<file path="src/rtl/fetch_pkg.sv">
// Shared types and defaults for the instruction fetch sequencer.
package fetch_pkg;

   localparam int unsigned MEM_WORDS_DEFAULT = 32;
   localparam logic [31:0] RESET_PC_DEFAULT  = 32'h0000_0000;

   typedef enum logic [1:0] {
      ST_IDLE   = 2'd0,
      ST_RUN    = 2'd1,
      ST_DRAIN  = 2'd2,
      ST_HALTED = 2'd3
   } fetch_state_t;

   // One buffered fetch result: instruction word and the byte PC it came from.
   typedef struct packed {
      logic [31:0] instr;
      logic [31:0] pc;
   } fetch_entry_t;

   // Redirect targets are word addresses; the low two bits carry no meaning.
   function automatic logic [31:0] word_align(input logic [31:0] addr);
      return addr & ~32'd3;
   endfunction

endpackage

</file>
<file path="src/rtl/fetch_if.sv">
// Memory, redirect and decode-side signals of the fetch sequencer.
interface fetch_if;
   logic        redirect_valid;
   logic [31:0] redirect_addr;
   logic [31:0] mem_addr;
   logic [31:0] mem_instruct;
   logic        out_valid;
   logic        out_ready;
   logic [31:0] out_instr;
   logic [31:0] out_pc;

   modport master (
      input  redirect_valid, redirect_addr, mem_instruct, out_ready,
      output mem_addr, out_valid, out_instr, out_pc
   );

   modport slave (
      output redirect_valid, redirect_addr, mem_instruct, out_ready,
      input  mem_addr, out_valid, out_instr, out_pc
   );
endinterface

</file>
<file path="src/rtl/fetch_fifo2.sv">
// Two-entry skid FIFO holding fetched {instr, pc}; head always in e0.
module fetch_fifo2
   import fetch_pkg::*;
(
   input  logic         clk,
   input  logic         rst,
   input  logic         push,
   input  fetch_entry_t din,
   input  logic         pop,
   input  logic         flush,
   output fetch_entry_t head,
   output logic [1:0]   count
);

   fetch_entry_t e0, e1;
   logic         pop_ok, push_ok;

   // A pop on empty is dropped; a push on full is accepted only alongside a pop.
   assign pop_ok  = pop && (count != 2'd0);
   assign push_ok = push && ((count != 2'd2) || pop_ok);
   assign head    = e0;

   // Entry storage shifts toward e0 on pop; flush only clears the count.
   always_ff @(posedge clk or negedge rst) begin
      if (!rst) begin
         e0    <= '0;
         e1    <= '0;
         count <= 2'd0;
      end else if (flush) begin
         count <= 2'd0;
      end else begin
         case ({push_ok, pop_ok})
            2'b10: begin
               if (count == 2'd0) e0 <= din;
               else               e1 <= din;
               count <= count + 2'd1;
            end
            2'b01: begin
               e0    <= e1;
               count <= count - 2'd1;
            end
            2'b11: begin
               if (count == 2'd1) begin
                  e0 <= din;
               end else begin
                  e0 <= e1;
                  e1 <= din;
               end
            end
            default: ;
         endcase
      end
   end

endmodule

</file>
<file path="src/rtl/fetch_sequencer.sv">
// Instruction fetch sequencer: walks the PC through instruction memory,
// buffers returned words in a 2-entry FIFO and honours redirects.
//
//   state     | meaning
//   ----------+------------------------------------------------------
//   ST_IDLE   | waiting for start; redirects ignored
//   ST_RUN    | issuing one fetch per cycle while FIFO credit allows
//   ST_DRAIN  | PC past end of memory; delivering what is buffered
//   ST_HALTED | everything delivered; done high until a redirect
module fetch_sequencer
   import fetch_pkg::*;
#(
   parameter int unsigned MEM_WORDS = MEM_WORDS_DEFAULT,
   parameter logic [31:0] RESET_PC  = RESET_PC_DEFAULT
) (
   input  logic     clk,
   input  logic     rst,
   input  logic     start,
   output logic     done,
   fetch_if.master  bus
);

   localparam logic [31:0] PC_END = 32'(4 * MEM_WORDS);

   fetch_state_t state, state_nxt;
   logic [31:0]  pc, pc_nxt;
   logic [31:0]  inflight_pc, inflight_pc_nxt;
   logic         inflight, inflight_nxt;
   logic         push, pop, flush, redirect_take;
   logic [1:0]   fifo_count;
   logic [2:0]   occupancy;
   fetch_entry_t head, din;

   assign pop           = bus.out_valid && bus.out_ready;
   assign redirect_take = bus.redirect_valid && (state != ST_IDLE);
   // Slots already promised: buffered + returning next cycle - leaving now.
   assign occupancy     = {1'b0, fifo_count} + {2'b00, inflight} - {2'b00, pop};
   assign din           = '{instr: bus.mem_instruct, pc: inflight_pc};

   assign bus.mem_addr  = pc;
   assign bus.out_valid = (fifo_count != 2'd0);
   assign bus.out_instr = head.instr;
   assign bus.out_pc    = head.pc;
   assign done          = (state == ST_HALTED);

   // Next-state, PC and issue bookkeeping; a redirect overrides everything.
   always_comb begin
      state_nxt       = state;
      pc_nxt          = pc;
      inflight_nxt    = 1'b0;
      inflight_pc_nxt = inflight_pc;
      push            = 1'b0;
      flush           = 1'b0;
      if (redirect_take) begin
         flush     = 1'b1;
         pc_nxt    = word_align(bus.redirect_addr);
         state_nxt = ST_RUN;
      end else begin
         push = inflight;
         case (state)
            ST_IDLE: begin
               if (start) begin
                  state_nxt = ST_RUN;
                  pc_nxt    = RESET_PC;
               end
            end
            ST_RUN: begin
               if (pc >= PC_END) begin
                  state_nxt = ST_DRAIN;
               end else if (occupancy < 3'd2) begin
                  inflight_nxt    = 1'b1;
                  inflight_pc_nxt = pc;
                  pc_nxt          = pc + 32'd4;
               end
            end
            ST_DRAIN: begin
               if ((fifo_count == 2'd0) && !inflight) state_nxt = ST_HALTED;
            end
            ST_HALTED: state_nxt = ST_HALTED;
            default:   state_nxt = ST_IDLE;
         endcase
      end
   end

   // State, PC and in-flight tracking registers.
   always_ff @(posedge clk or negedge rst) begin
      if (!rst) begin
         state       <= ST_IDLE;
         pc          <= RESET_PC;
         inflight    <= 1'b0;
         inflight_pc <= '0;
      end else begin
         state       <= state_nxt;
         pc          <= pc_nxt;
         inflight    <= inflight_nxt;
         inflight_pc <= inflight_pc_nxt;
      end
   end

   fetch_fifo2 u_fifo (
      .clk   (clk),
      .rst   (rst),
      .push  (push),
      .din   (din),
      .pop   (pop && !redirect_take),
      .flush (flush),
      .head  (head),
      .count (fifo_count)
   );

endmodule

</file>
<file path="src/flat_wrapper.sv">
// flat-port wrapper written by rule: the top's interface ports become plain ports
module fetch_sequencer_flat import fetch_pkg::*;
#(
   parameter int unsigned MEM_WORDS = MEM_WORDS_DEFAULT,
   parameter logic [31:0] RESET_PC  = RESET_PC_DEFAULT
)
  (clk, rst, start, done, bus_redirect_valid, bus_redirect_addr, bus_mem_instruct, bus_out_ready, bus_mem_addr, bus_out_valid, bus_out_instr, bus_out_pc);
  fetch_if bus_i ();
  input  logic clk;
  input  logic rst;
  input  logic start;
  output logic done;
  input wire logic [$bits(bus_i.redirect_valid)-1:0] bus_redirect_valid;
  input wire logic [$bits(bus_i.redirect_addr)-1:0] bus_redirect_addr;
  input wire logic [$bits(bus_i.mem_instruct)-1:0] bus_mem_instruct;
  input wire logic [$bits(bus_i.out_ready)-1:0] bus_out_ready;
  output wire logic [$bits(bus_i.mem_addr)-1:0] bus_mem_addr;
  output wire logic [$bits(bus_i.out_valid)-1:0] bus_out_valid;
  output wire logic [$bits(bus_i.out_instr)-1:0] bus_out_instr;
  output wire logic [$bits(bus_i.out_pc)-1:0] bus_out_pc;
  assign bus_i.redirect_valid = bus_redirect_valid;
  assign bus_i.redirect_addr = bus_redirect_addr;
  assign bus_i.mem_instruct = bus_mem_instruct;
  assign bus_i.out_ready = bus_out_ready;
  assign bus_mem_addr = bus_i.mem_addr;
  assign bus_out_valid = bus_i.out_valid;
  assign bus_out_instr = bus_i.out_instr;
  assign bus_out_pc = bus_i.out_pc;
  fetch_sequencer #(.MEM_WORDS(MEM_WORDS), .RESET_PC(RESET_PC)) u_core (.clk(clk), .rst(rst), .start(start), .done(done), .bus(bus_i));
endmodule
</file>
<file path="config.mk">
export PLATFORM = sky130hd
export DESIGN_NAME = fetch_sequencer_flat
export DESIGN_NICKNAME = d
export VERILOG_FILES = /design/src/rtl/fetch_pkg.sv /design/src/rtl/fetch_if.sv /design/src/rtl/fetch_fifo2.sv /design/src/rtl/fetch_sequencer.sv /design/src/flat_wrapper.sv
export SDC_FILE = /design/constraint.sdc
export NUM_CORES = 1
export LEC_CHECK = 0
export ABC_AREA = 1
export CAP_MARGIN = 20
export CORE_MARGIN = 2
export CORE_UTILIZATION = 52
export CTS_CLUSTER_DIAMETER = 60
export DETAILED_ROUTE_END_ITERATION = 10
export GPL_TIMING_DRIVEN = 0
export HOLD_SLACK_MARGIN = 0.08
export PLACE_DENSITY = 0.93
export SETUP_SLACK_MARGIN = 0.3
export SYNTH_ARGS = -nofsm -noshare
export SYNTH_HDL_FRONTEND = slang
export SYNTH_SLANG_ARGS = --single-unit
</file>
<file path="constraint.sdc">
create_clock -name clk -period 3.7 [get_ports clk]
set_input_delay 0.555 -clock clk [delete_from_list [all_inputs] [get_ports clk]]
set_output_delay 0.555 -clock clk [all_outputs]
set_load 0.005 [all_outputs]
</file>
After elaboration in Yosys (flattened, before gate mapping). Index checks and enable logic that the tools add are counted.

Register bits after elaboration: 197. Output and inout bits: 98. Logic and storage cells: 81.

$add $sub $neg: 5. $lt $le $gt $ge: 2. Equal/unequal tests: 16. Muxes and demuxes: 24. Bitwise logic cells: 3. Reductions and logical operators: 22.

Operators with widths (count): $mux W64 (4); $pmux W64 S3 (1); $mux W32 (4); $pmux W64 S2 (1); $pmux W32 S2 (1); $add A32 B3 Y32 const B (1); $ge A32 B8 Y1 const B (1); $reduce_and A4 Y1 (3); $mux W2 (5); $ne A3 B1 Y1 const B (3); $reduce_bool A3 Y1 (3); $eq A2 B2 Y1 const B (4); $pmux W2 S4 (1); $eq A2 B1 Y1 const B (3); $logic_and A1 B1 Y1 (6); $mux W1 (6); $ne A2 B2 Y1 const B (3); $ne A3 B2 Y1 const B (2); $reduce_and A3 Y1 (2); $reduce_bool A2 Y1 (3); $logic_not A2 Y1 (2); $pmux W2 S2 (1); $add A2 B1 Y3 (1); $lt A3 B2 Y1 const B (1); other kinds (7) (10).

Longest topological paths before layout.
Depth after elaboration: 10. Depth in mapped cells: 16.

Cells and area by module. Synthesis repeated with hierarchy kept, for this count alone.

Cell total of the unflattened synthesis: 1117. Area total of the unflattened synthesis: 8929.8 µm².

Modules (own cells, without submodules): fetch_fifo2 (instances 1, cells each 787, area each 6117.1 µm²); fetch_sequencer (instances 1, cells each 330, area each 2812.7 µm²).

Worst setup path before layout. No wires, ideal clock.

Path kind: flip-flop to flip-flop. Start point: reg u_core.u_fifo.count[1]. End point: reg u_core.pc[2] (netlist: u_core.bus.mem_addr[2]). Data arrival time: 2.582 ns. Required time: 3.583 ns. Path slack: 1.001 ns. Cell stages (with the launch flop): 16. Path buffers: 1. Clock period less this slack: 2.699 ns. Cell sequence: dfrtp_1 > inv_1 > ha_1 > inv_1 > nand2_1 > inv_1 > ha_1 > nor2_1 > fa_1 > nor2_1 > nand3_1 > nand2_1 > nand2_1 > buf_2 > nand2_1 > nand2_1.

Word-level cells in the longest chain between the ends: 6.

RTL lines: start: declaration (line fetch_fifo2.sv:12) `output logic [1:0] count`; start signal: assignment (line fetch_fifo2.sv:36) `count <= count + 2'd1;`; start signal: assignment (line fetch_fifo2.sv:40) `count <= count - 2'd1;`; $reduce_bool A2 Y1 (line fetch_sequencer.sv:41) `assign bus.out_valid = (fifo_count != 2'd0);`; net bus_out_valid (line flat_wrapper.sv:18) `output wire logic [$bits(bus_i.out_valid)-1:0] bus_out_valid;`; $logic_and A1 B1 Y1 (line fetch_sequencer.sv:34) `assign pop = bus.out_valid && bus.out_ready;`; $sub A3 B1 Y3 (line fetch_sequencer.sv:37) `assign occupancy = {1'b0, fifo_count} + {2'b00, inflight} - {2'b00, pop};`; $lt A3 B2 Y1 (line fetch_sequencer.sv:70) `end else if (occupancy < 3'd2) begin`; $ne A3 B1 Y1 (no line); $reduce_and A4 Y1 (no line); end signal: assignment (line fetch_sequencer.sv:94) `pc <= pc_nxt;`; end: declaration (line fetch_sequencer.sv:26) `logic [31:0] pc, pc_nxt;`.

The timed path passes the listed nets, and every way through them passes these cells. A chain may end at the register's enable or synchronous reset.

Final worst setup path.
Start point: reg u_core.u_fifo.count[1]. End point: reg u_core.inflight_pc[26].

Word-level cells in the longest chain between the ends: 5.

RTL lines: parallel branches: the longest is 2 deep, another holds $add A2 B1 Y3; $sub A3 B1 Y3 * (line fetch_sequencer.sv:37); $lt A3 B2 Y1 * (line fetch_sequencer.sv:70); $reduce_and A4 Y1 (no line) *; end signal: assignment (line fetch_sequencer.sv:96) `inflight_pc <= inflight_pc_nxt;`; end: declaration (line fetch_sequencer.sv:27) `logic [31:0] inflight_pc, inflight_pc_nxt;`.

Mark *: on every way between the ends.

==> qor.yml <==
status: "completed"
critPathKind: "reg -> reg"
period_needed_ns: 3.18
routed_via_density: 5.12
synthTopCellsByArea: "dfrtp_1, nand2_1, o21ai_0"
worstMarginPinSlew_ns: 0.641
start_util_pct: 53.7
cts_hold_buf: 0
grt_first_pass_wirelength_mm: 33.0
ctsRootBufferMaster: "clkbuf_16"
synth.top_cell.area_share_pct: 57.6
synthCells: 955
r2r_cells: 13
setup_viol: 0
syn_area_sq_um: 8220
htree_levels: 4
hp-class: "in -> async"
portBuffers: 160
cts_made_buffers: 17
wire_per_inst_um: 14.8
gp_congestion: 0.831
crit_top_cell: "inv_1"
rsz0062_at_grt: "yes"
period_share_pct: 86.0
diodes: 0
slowest_stage: "fa_1"
cts_sinks: 189
drive_above_1_share_pct: 8.95
cts_tree: "built"
antenna_found_initial: 0
worst_slew_margin_rel_pct: 57.2
dp_hpwl_mm: 13.9
crit_chain: "inv_1 -> ha_1 -> inv_1 -> nand2_1 -> inv_1 -> ha_1 -> nor2_1 -> fa_1 -> nor2_1 -> nand3_1 -> clkbuf_1 -> nand2_1 -> inv_1"
ys_warn_count: 0
routed_wl_mm: 20.2
ys_types: 31
grt_max_degree: 107
synth_seq_area_share_pct: 57.6
finalMaxSlewViolations: 0
p_total_mw: 7.21
worst_setup_path_end_kind: "register"
yosys.area.top_type: "dfrtp_1"
io_pins: 167
worstSetupStartpointType: "register"
max_freq_mhz: 314
critical_path_arrival_ns: 3.50
ant_nets: 0
crit_fanout: 10
hold_viol: 0
vias: 6976
syn_avg_cell_area_sq_um: 8.60
cp.required_ns: 4.02
drv_cap: 0
die_y_um: 130
worstSkewPairLatency_ns: 0.43
skew_ns: 0.00892
ir_drop_uv: 405
grt_pass1_vias: 7017
syn_to_final_growth_pct: 30.8
die-area_sq_um: 16800
cts.clk_slew.worst_paths_ns: 0.07
synth.ff_latch_count: 189
cts_max_path_buffers: 2
drt_iter0_markers: 548
rows: 45
layout.nets: 1214
hold_ws_ns: 0.102
slowest_delay_ns: 0.42
grt_overflow: 0
track_usage_pct: 25.1
core-area_sq_um: 15300
die_w_um: 130
firstDrtPassIters: 5
drc: 0
power.density_nw_per_um2: 671
n_fill_cell: 1120
leakage_nw: 5.34
[path summary, 6_finish.rpt]
kind / slack [ns] / start / end
max in group asynchronous: 2.66 / rst / u_core.u_fifo.e1[30]
max: 0.52 / u_core.u_fifo.count[1] / u_core.inflight_pc[26]
min reg2reg: 0.48 / u_core.u_fifo.head[40] / u_core.u_fifo.head[40]
min: 0.10 / rst / u_core.bus.mem_addr[19]
min in group clk: 0.48 / u_core.u_fifo.head[40] / u_core.u_fifo.head[40]
max reg2reg: 0.52 / u_core.u_fifo.count[1] / u_core.inflight_pc[26]
[Yosys cell counts]
library cell / number
nand2_4: 1
fa_1: 1
or2_2: 23
o21bai_1: 1
nand3_1: 18
conb_1: 1
o21ai_1: 86
o2111ai_2: 1
ha_1: 6
clkbuf_1: 17
inv_2: 3
nand4_1: 3
buf_2: 17
a21oi_1: 1
nor3_1: 2
buf_4: 18
and2_1: 1
inv_1: 90
a22o_1: 1
nor2_8: 1
a31o_2: 1
nor2_4: 2
a31oi_4: 1
xnor2_1: 2
dfrtp_1: 189
o21ai_0: 105
buf_6: 2
nor2_1: 19
nor3_4: 1
and2_0: 1
nand2_1: 340
[per-stage QoR]
| step | util, % | worst slack [ns] | instance area (sq um) | std cells | TNS [ns] |
|---|---|---|---|---|---|
| floorplan | - | 1.00 | 8230 | 958 | 0 |
| global placement | 65.9 | -5.46 | 10100 | 1329 | -1029.52 |
| detailed placement | 66.1 | 0.467 | 10100 | 1330 | 0 |
| CTS | 70.2 | 0.525 | 10700 | 1362 | 0 |
| global route | 70.2 | 0.269 | 10800 | 1362 | 0 |
| finish | 70.2 | 0.518 | 10800 | 1362 | 0 |
[cell type report]
cell class	instances	area, sq um	area share (%)
plain buffers	54	307	2.85
clock buffers	20	437	4.06
clock inverters	12	185	1.72
inverters	93	349	3.25
multi-input cells	622	2850	26.5
flip-flops and latches	189	4730	44.0
well taps	211	264	2.46
repair buffers	161	1630	15.2
[what timing repair did]
item | 4_1_cts | 5_1_grt
setup endpoints to repair | 0 | 8
gates resized for setup | 0 | 1
setup buffers | 0 | 0
[report_power, final]
group | total (mW) | switching, mW | leakage (nW) | internal, mW
registers | 2.86 | 0.340 | 2.33 | 2.52
logic | 2.41 | 1.13 | 2.71 | 1.28
clock network | 1.94 | 0.801 | 0.305 | 1.14
[placed cells by master, fill, tap and decap left out, types with 4 or more instances in the layout]
| master | instances |
|---|---|
| nor2_1 | 18 |
| o21ai_1 | 86 |
| or2_2 | 23 |
| buf_4 | 18 |
| nand3_1 | 18 |
| clkbuf_1 | 20 |
| nand2_1 | 340 |
| bufinv_16 | 4 |
| conb_1 | 4 |
| inv_1 | 90 |
| o21ai_0 | 105 |
| buf_2 | 17 |
| dfrtp_1 | 189 |
| ha_1 | 6 |
| clkdlybuf4s50_1 | 159 |
| clkbuf_16 | 17 |
[per-layer routing]
metal	up-vias	share of wire [%]	global-route usage [%]
met1	3340	40	30.9
met3	40	7.1	6.60
met5	-	0	0
met4	0	2.5	10.3
met2	247	50	42.3
li1	3349	-	-
[critical path: cells and delay by family (launching register included)]
kind | cells | cell delay (ns)
and+or+nand+nor | 5 | 0.97
DFF | 1 | 0.40
adders and majority gates | 3 | 0.95
buffers and inverters | 5 | 0.74
[flip-flops by register name (all words and copies together) (netlist names)]
| name | cells |
|---|---|
| u_core.u_fifo.e1 | 62 |
| u_core.u_fifo.head | 62 |
| u_core.bus.mem_addr | 30 |
| u_core.inflight_pc | 30 |
| u_core.state | 2 |
| u_core.u_fifo.count | 2 |
| u_core.inflight | 1 |
[kinds of logic after synthesis]
group                      synth area share, %
AOI/OAI and AO/OA                         12.4
adders and majority gates                 1.16
and+or+nand+nor                           20.6
other                                   0.0456
xor gates and xnor gates                 0.213
buffers and inverters                     7.98
DFF                                       57.6
No activity file was read; power rests on OpenSTA's default activity.
